`src/rtl/ezm_pkg.sv`:
```
// Shared types and constants for the ezm accumulator core and its program sequencer.
// Opcode patterns are expressed as mask/value pairs so decoders can match don't-care bits.
package ezm_pkg;

    typedef enum logic [1:0] {
        ST_IDLE  = 2'd0,
        ST_RUN   = 2'd1,
        ST_DRAIN = 2'd2,
        ST_DONE  = 2'd3
    } state_t;

    localparam int EZM_DEPTH     = 16;
    localparam int EZM_IW        = 6;
    localparam int EZM_DW        = 8;
    localparam int EZM_MAX_STEPS = 255;

    // OP_LOAD = 6'b1xxxxx, OP_BR = 6'b011xxx
    localparam logic [5:0] OP_LOAD_MASK = 6'b100000;
    localparam logic [5:0] OP_LOAD_VAL  = 6'b100000;
    localparam logic [5:0] OP_BR_MASK   = 6'b111000;
    localparam logic [5:0] OP_BR_VAL    = 6'b011000;

    function automatic logic is_op_load(input logic [5:0] instr);
        return (instr & OP_LOAD_MASK) == OP_LOAD_VAL;
    endfunction

    function automatic logic is_op_br(input logic [5:0] instr);
        return (instr & OP_BR_MASK) == OP_BR_VAL;
    endfunction

endpackage

```
`src/rtl/ezm_seq_ctrl_mem.sv`:
```
// Program store for the sequencer: synchronous write, asynchronous read, no array reset
// so a loaded program survives a sequencer reset.
module ezm_prog_mem
    import ezm_pkg::*;
#(
    parameter int DEPTH = EZM_DEPTH,
    parameter int IW    = EZM_IW,
    parameter int AW    = $clog2(DEPTH)
) (
    input  logic          clk,
    input  logic          wr_en,
    input  logic [AW-1:0] wr_addr,
    input  logic [IW-1:0] wr_data,
    input  logic [AW-1:0] rd_addr,
    output logic [IW-1:0] rd_data
);

    logic [IW-1:0] mem_r [DEPTH];

    // Word write from the load port.
    always_ff @(posedge clk) begin
        if (wr_en) begin
            mem_r[wr_addr] <= wr_data;
        end
    end

    assign rd_data = mem_r[rd_addr];

endmodule

```
`src/rtl/ezm_seq_ctrl.sv`:
```
// Program sequencer for the ezm accumulator core: loads a program, feeds instructions in
// step with the core's fetch/execute phases, and captures the final accumulator.
module ezm_seq_ctrl
    import ezm_pkg::*;
#(
    parameter int DEPTH     = EZM_DEPTH,
    parameter int IW        = EZM_IW,
    parameter int DW        = EZM_DW,
    parameter int MAX_STEPS = EZM_MAX_STEPS
) (
    input  logic                   clk,
    input  logic                   rst,
    input  logic                   load_clr,
    input  logic                   load_en,
    input  logic [IW-1:0]          load_data,
    input  logic                   start,
    input  logic                   abort,
    input  logic [DW-1:0]          cpu_out,
    output logic [IW-1:0]          cpu_in,
    output logic                   cpu_rst,
    output logic                   busy,
    output logic                   done,
    output logic                   timeout,
    output logic                   overflow,
    output logic [$clog2(DEPTH):0] prog_len,
    output logic [DW-1:0]          result
);

    localparam int AW = $clog2(DEPTH);
    localparam int PW = AW + 1;
    localparam int SW = $clog2(MAX_STEPS + 1);

    state_t        state_r, state_s;
    logic          phase_r, phase_s;
    logic [SW-1:0] step_r, step_s;
    logic [IW-1:0] ir_r, ir_s;
    logic          timeout_r, timeout_s;
    logic [DW-1:0] result_r, result_s;
    logic          busy_r, done_r, cpu_rst_r;
    logic [PW-1:0] prog_len_r;
    logic          overflow_r;

    logic [IW-1:0] cpu_in_s;
    logic [IW-1:0] mem_rd_s;
    logic          load_ok_s;
    logic          mem_full_s;
    logic          mem_we_s;
    logic          start_ok_s;
    logic          abort_hit_s;
    logic          at_end_s;
    logic          budget_out_s;
    logic          run_next_s;

    assign load_ok_s    = (state_r == ST_IDLE) || (state_r == ST_DONE);
    assign mem_full_s   = (prog_len_r == PW'(DEPTH));
    assign mem_we_s     = load_ok_s && load_en && !load_clr && !mem_full_s;
    assign start_ok_s   = load_ok_s && start && (prog_len_r != {PW{1'b0}}) && !load_en && !load_clr;
    assign abort_hit_s  = abort && ((state_r == ST_RUN) || (state_r == ST_DRAIN));
    // In phase 0 the core presents its pc; anything at or past the program length ends the run.
    assign at_end_s     = (32'(cpu_out) >= 32'(prog_len_r));
    assign budget_out_s = (step_r == SW'(MAX_STEPS));
    assign run_next_s   = (state_s == ST_RUN) || (state_s == ST_DRAIN);

    ezm_prog_mem #(
        .DEPTH (DEPTH),
        .IW    (IW),
        .AW    (AW)
    ) u_mem (
        .clk     (clk),
        .wr_en   (mem_we_s),
        .wr_addr (prog_len_r[AW-1:0]),
        .wr_data (load_data),
        .rd_addr (cpu_out[AW-1:0]),
        .rd_data (mem_rd_s)
    );

    // Next-state, instruction feed and run bookkeeping.
    always_comb begin
        state_s   = state_r;
        phase_s   = 1'b0;
        step_s    = step_r;
        ir_s      = ir_r;
        timeout_s = timeout_r;
        result_s  = result_r;
        cpu_in_s  = {IW{1'b0}};
        if (abort_hit_s) begin
            state_s = ST_IDLE;
        end else begin
            case (state_r)
                ST_IDLE, ST_DONE: begin
                    if (start_ok_s) begin
                        state_s   = ST_RUN;
                        step_s    = {SW{1'b0}};
                        timeout_s = 1'b0;
                        ir_s      = {IW{1'b0}};
                    end else begin
                        state_s = state_r;
                    end
                end
                ST_RUN: begin
                    phase_s = ~phase_r;
                    if (phase_r) begin
                        cpu_in_s = ir_r;
                    end else if (at_end_s) begin
                        state_s = ST_DRAIN;
                        ir_s    = {IW{1'b0}};
                    end else if (budget_out_s) begin
                        timeout_s = 1'b1;
                        state_s   = ST_DRAIN;
                        ir_s      = {IW{1'b0}};
                    end else begin
                        cpu_in_s = mem_rd_s;
                        ir_s     = mem_rd_s;
                        step_s   = step_r + SW'(1);
                    end
                end
                // The core sits in its execute phase here, so cpu_out is the accumulator.
                ST_DRAIN: begin
                    result_s = cpu_out;
                    state_s  = ST_DONE;
                end
                default: begin
                    state_s = ST_IDLE;
                end
            endcase
        end
    end

    // Sequencer state and registered status outputs.
    always_ff @(posedge clk) begin
        if (rst) begin
            state_r   <= ST_IDLE;
            phase_r   <= 1'b0;
            step_r    <= {SW{1'b0}};
            ir_r      <= {IW{1'b0}};
            timeout_r <= 1'b0;
            result_r  <= {DW{1'b0}};
            busy_r    <= 1'b0;
            done_r    <= 1'b0;
            cpu_rst_r <= 1'b1;
        end else begin
            state_r   <= state_s;
            phase_r   <= phase_s;
            step_r    <= step_s;
            ir_r      <= ir_s;
            timeout_r <= timeout_s;
            result_r  <= result_s;
            busy_r    <= run_next_s;
            done_r    <= (state_s == ST_DONE);
            cpu_rst_r <= ~run_next_s;
        end
    end

    // Load port: write pointer doubles as program length; load_clr wins over load_en.
    always_ff @(posedge clk) begin
        if (rst) begin
            prog_len_r <= {PW{1'b0}};
            overflow_r <= 1'b0;
        end else if (load_ok_s && load_clr) begin
            prog_len_r <= {PW{1'b0}};
            overflow_r <= 1'b0;
        end else if (load_ok_s && load_en) begin
            if (mem_full_s) begin
                overflow_r <= 1'b1;
            end else begin
                prog_len_r <= prog_len_r + PW'(1);
            end
        end
    end

    assign cpu_in   = cpu_in_s;
    assign cpu_rst  = cpu_rst_r;
    assign busy     = busy_r;
    assign done     = done_r;
    assign timeout  = timeout_r;
    assign overflow = overflow_r;
    assign prog_len = prog_len_r;
    assign result   = result_r;

endmodule
```
`config.mk`:
```
export PLATFORM = sky130hd
export DESIGN_NAME = ezm_seq_ctrl
export DESIGN_NICKNAME = d
export VERILOG_FILES = /design/src/rtl/ezm_pkg.sv /design/src/rtl/ezm_seq_ctrl_mem.sv /design/src/rtl/ezm_seq_ctrl.sv
export SDC_FILE = /design/constraint.sdc
export NUM_CORES = 1
export LEC_CHECK = 0
export CAP_MARGIN = 15
export CORE_ASPECT_RATIO = 0.7
export CORE_MARGIN = 3
export CORE_UTILIZATION = 62
export DETAILED_ROUTE_END_ITERATION = 6
export PLACE_DENSITY = 0.84
export SYNTH_ARGS = -nofsm -noshare
export SYNTH_HDL_FRONTEND = slang
export SYNTH_SLANG_ARGS = --single-unit
```
`constraint.sdc`:
```
create_clock -name clk -period 8.9 [get_ports clk]
set_input_delay 1.78 -clock clk [delete_from_list [all_inputs] [get_ports clk]]
set_output_delay 1.78 -clock clk [all_outputs]
set_load 0.02 [all_outputs]
```
==> summary.md <==
| Metric | Value |
|---|---|
| Hold WC Path Type | `register to register` |
| Crit path max-delay cell type | `clkdlybuf4s50_1` |
| Max-slew violations | `0` |
| Critical path depth | `9` |
| Inserted Diodes | `0` |
| Seq/Total Area, Yosys | `63.2%` |
| Worst path max stage delay | `0.61 ns` |
| Die X | `120 um` |
| Max-Cap Viols | `0` |
| Final std cells w/o fill | `569` |
| FMAX | `153 MHz` |
| FF-to-FF Start | `state_r[0]` |
| CP required | `7.12 ns` |
| Reg2reg setup slack | `5.95 ns` |
| GRT overflow | `0` |
| Vias in the first global route | `3611` |
| CP dominant cell by count | `clkdlybuf4s50_1` |
| Comb pwr share | `11.2%` |
| CTS Buf Count | `17` |
| Status | `completed` |
| Leak | `2.20 nW` |
| First-pass DRT Iterations | `5` |
| WL/cell | `23.5 um` |
| Reg2Reg Depth | `6` |
| WL met1 | `5680 um` |
| Critical path, cell by cell | `clkdlybuf4s50_1 -> buf_4 -> ha_1 -> nor2b_1 -> o21ai_1 -> a31oi_4 -> nor3_2 -> a22o_1 -> clkdlybuf4s50_1` |
| DR top layer | `met4` |
| Post-route DRC | `0` |
| Mapped cell area | `5670 um2` |
| Synthesis-to-layout area growth | `19.3%` |
| Top cells by count, synth | `edfxtp_1, nand2_1, dfxtp_1` |
| Layout cells sized above 1 | `16.0%` |
| Clock skew | `0.00608 ns` |
| Post-cts gate resize count | `0` |
| Worst r2r dst | `u_mem.mem_r[0][1]` |
| WL met3 | `1360 um` |
| Detailed Place HPWL | `8450 um` |
| Design internal power | `1.19 mW` |
| Startpoint type of the worst setup path | `primary input` |
| H-Tree Depth | `4` |
| Placed cells | `537` |
| Slew @ Worst Pin | `0.888 ns` |
| Power Density | `235 nW/um2` |
| CP top delay family | `buffers and inverters` |
| Worst Path Max Fanout | `26` |
| Post-synth EDFFs | `96` |
| Switching Power | `400 uW` |
| Die ar. | `10300 um2` |
| Final GP Congestion | `0.805` |
| Post-synth top area share | `50.8%` |
| PortBufs | `43` |
| Met2 Wirelength | `5950 um` |
| Area leader, netlist | `edfxtp_1` |
| Core Footprint | `8690 um2` |
| Nets@finish | `469` |
| Via-to-Cell Ratio | `6.59` |
| Vias | `3748` |
| TritonCTS clock tree | `done` |
| Min-delay src | `result[7]` |
| Global-route wire length before repair | `20800 um` |
| Post-synth top flop | `edfxtp_1` |
| Most common cell in the netlist | `edfxtp_1` |
| Endpoint, Worst Hold | `result[7]` |
| Ys Warns | `0` |
| Final setup TNS | `0 ns` |
| Post-synth ARST share | `0%` |
| Clock Sinks | `131` |
| Clk buf depth | `2` |
| Initial Util | `65.3%` |
| Drt total wl | `13400 um` |
| Synth area leaders | `edfxtp_1, dfxtp_1, mux4_2` |
| 1st-iter DRT viols | `484` |
| Final setup fails | `0` |
| Initial antenna violation count | `0` |
| Fin crit share | `73.5%` |
| Clock power share | `45.9%` |
| CP arrival | `4.76 ns` |
| Boundary Pins | `44` |
| Seq pwr share | `42.9%` |
| Cells after Synth | `393` |
| Post-Syn Nets | `426` |
| Setup CP Type | `primary input to output port` |
| Worst rel slew slack | `40.4%` |
| Largest net degree at the start of global routing | `27` |
| Root Buffer | `clkbuf_16` |
| Total GRT Usage | `27.8%` |
| Average cell area after synthesis | `14.4 um2` |
| Number of distinct library cells after synthesis | `57` |
| Chip height | `86.0 um` |
| Peak VDD IR | `0.319 mV` |
| Hold-critical path depth | `2` |
| Routed Antenna Nets | `0` |
| Worst setup EP type | `output port` |
| Row count | `28` |
| # Post-CTS Setup Buffers | `0` |
| Worst-Skew Late Latency | `0.42 ns` |
| Yosys reg bits | `131` |
| Reg clk slew, reported paths | `0.06 ns` |
| Hold_buf cts | `0` |
| Final Hold Fails | `0` |
| RSZ-0062 raised after global routing | `no` |
| Sw frac | `25.2%` |
| Minimum clock period | `6.54 ns` |
| Crit path buffers/inverters | `3` |
## worst register-to-register path, cell delays in order (launching register included)
cell and delay, ns:
dfxtp_1 0.38, inv_1 0.09, ha_1 0.56, nand2_1 0.13, nor3_1 0.40, nand2_1 0.29, nor3_1 0.74
## cell usage in the layout (no fill, tap or decap), types with 2 or more instances in the layout
cell,n
inv_6,6
nand3_1,10
mux4_2,24
a21boi_1,2
inv_8,2
nand2b_1,6
clkinvlp_4,2
edfxtp_1,96
a31oi_1,3
nor3_1,8
and4_1,2
or4_1,2
and3_1,3
a22o_1,12
a22oi_1,13
nand2_1,42
and2_1,2
a21oi_1,12
clkdlybuf4s50_1,42
or4b_1,2
nand4_1,4
clkinv_1,2
inv_1,10
dfxtp_1,35
nor4_2,4
ha_1,13
nor2_1,24
xnor2_1,3
mux2i_1,6
bufinv_16,3
o21ai_1,3
clkbuf_16,17
nor2b_1,6
## routing by layer
layer | up-vias | GRT usage [%]
met1 | 1869 | 40.7
met5 | - | 0
met3 | 32 | 7.78
met4 | 0 | 11.9
met2 | 230 | 39.7
li1 | 1617 | -
## per-stage QoR
stage / util, % / area (um2) / setup slack [ns] / total power [mW] / hold slack [ns]
6_report: 77.9 / 6770 / 2.36 / 1.59 / 0.466
5_1_grt: 77.9 / 6770 / 2.20 / 1.63 / 0.473
4_1_cts: 77.9 / 6770 / 2.38 / 1.59 / 0.467
3_5_place_dp: 70.8 / 6150 / 2.38 / 0.866 / 0.453
3_3_place_gp: 70.8 / 6150 / 2.47 / 0.859 / 0.443
2_1_floorplan: - / 5670 / 3.47 / 0.804 / 0.438
## flip-flops by register name, summed over array words and instances, names as in the netlist
register	count
u_mem.mem_r	96
result	8
step_r	8
ir_r	6
prog_len	5
state_r	2
busy	1
cpu_rst	1
done	1
overflow	1
phase_r	1
timeout	1
## worst max path at each step
stage	startpoint	endpoint	slack [ns]
after global routing	cpu_out[0]	cpu_in[3]	2.20
after CTS	cpu_out[1]	cpu_in[3]	2.38
after detailed placement	cpu_out[1]	cpu_in[3]	2.38
after floorplan	cpu_out[0]	cpu_in[0]	3.47
after global placement	cpu_out[1]	cpu_in[5]	2.47
final	cpu_out[1]	cpu_in[3]	2.36
## kinds of logic (layout without fill, tap and decap cells)
group | Yosys count | in the layout | share of synthesized area (%)
multiplexers | 30 | 30 | 10.6
buffers and inverters | 31 | 87 | 2.60
adder cells (fa/ha/maj) | 13 | 13 | 2.87
AND/OR/NAND/NOR | 127 | 127 | 12.3
XOR/XNOR | 3 | 3 | 0.463
AO/OA/AOI/OAI | 58 | 58 | 7.97
flip-flops | 131 | 131 | 63.2
## power by group through the flow
stage / Sequential (mW) / Combinational [mW] / Clock, mW
floorplan: 0.704 / 0.100 / 0
global placement: 0.692 / 0.167 / 0
detailed placement: 0.693 / 0.173 / 0
CTS: 0.680 / 0.176 / 0.731
global route: 0.682 / 0.192 / 0.760
finish: 0.680 / 0.178 / 0.729
## cell type report
type	instances	area [um2]
multi-input cells	231	1940
inverters	11	41.3
clock buffers	17	425
well taps	120	150
fillers	534	1920
flip-flops and latches	131	3580
repair buffers	44	433
clock inverters	15	193
Power figures use the tool's default switching activity.
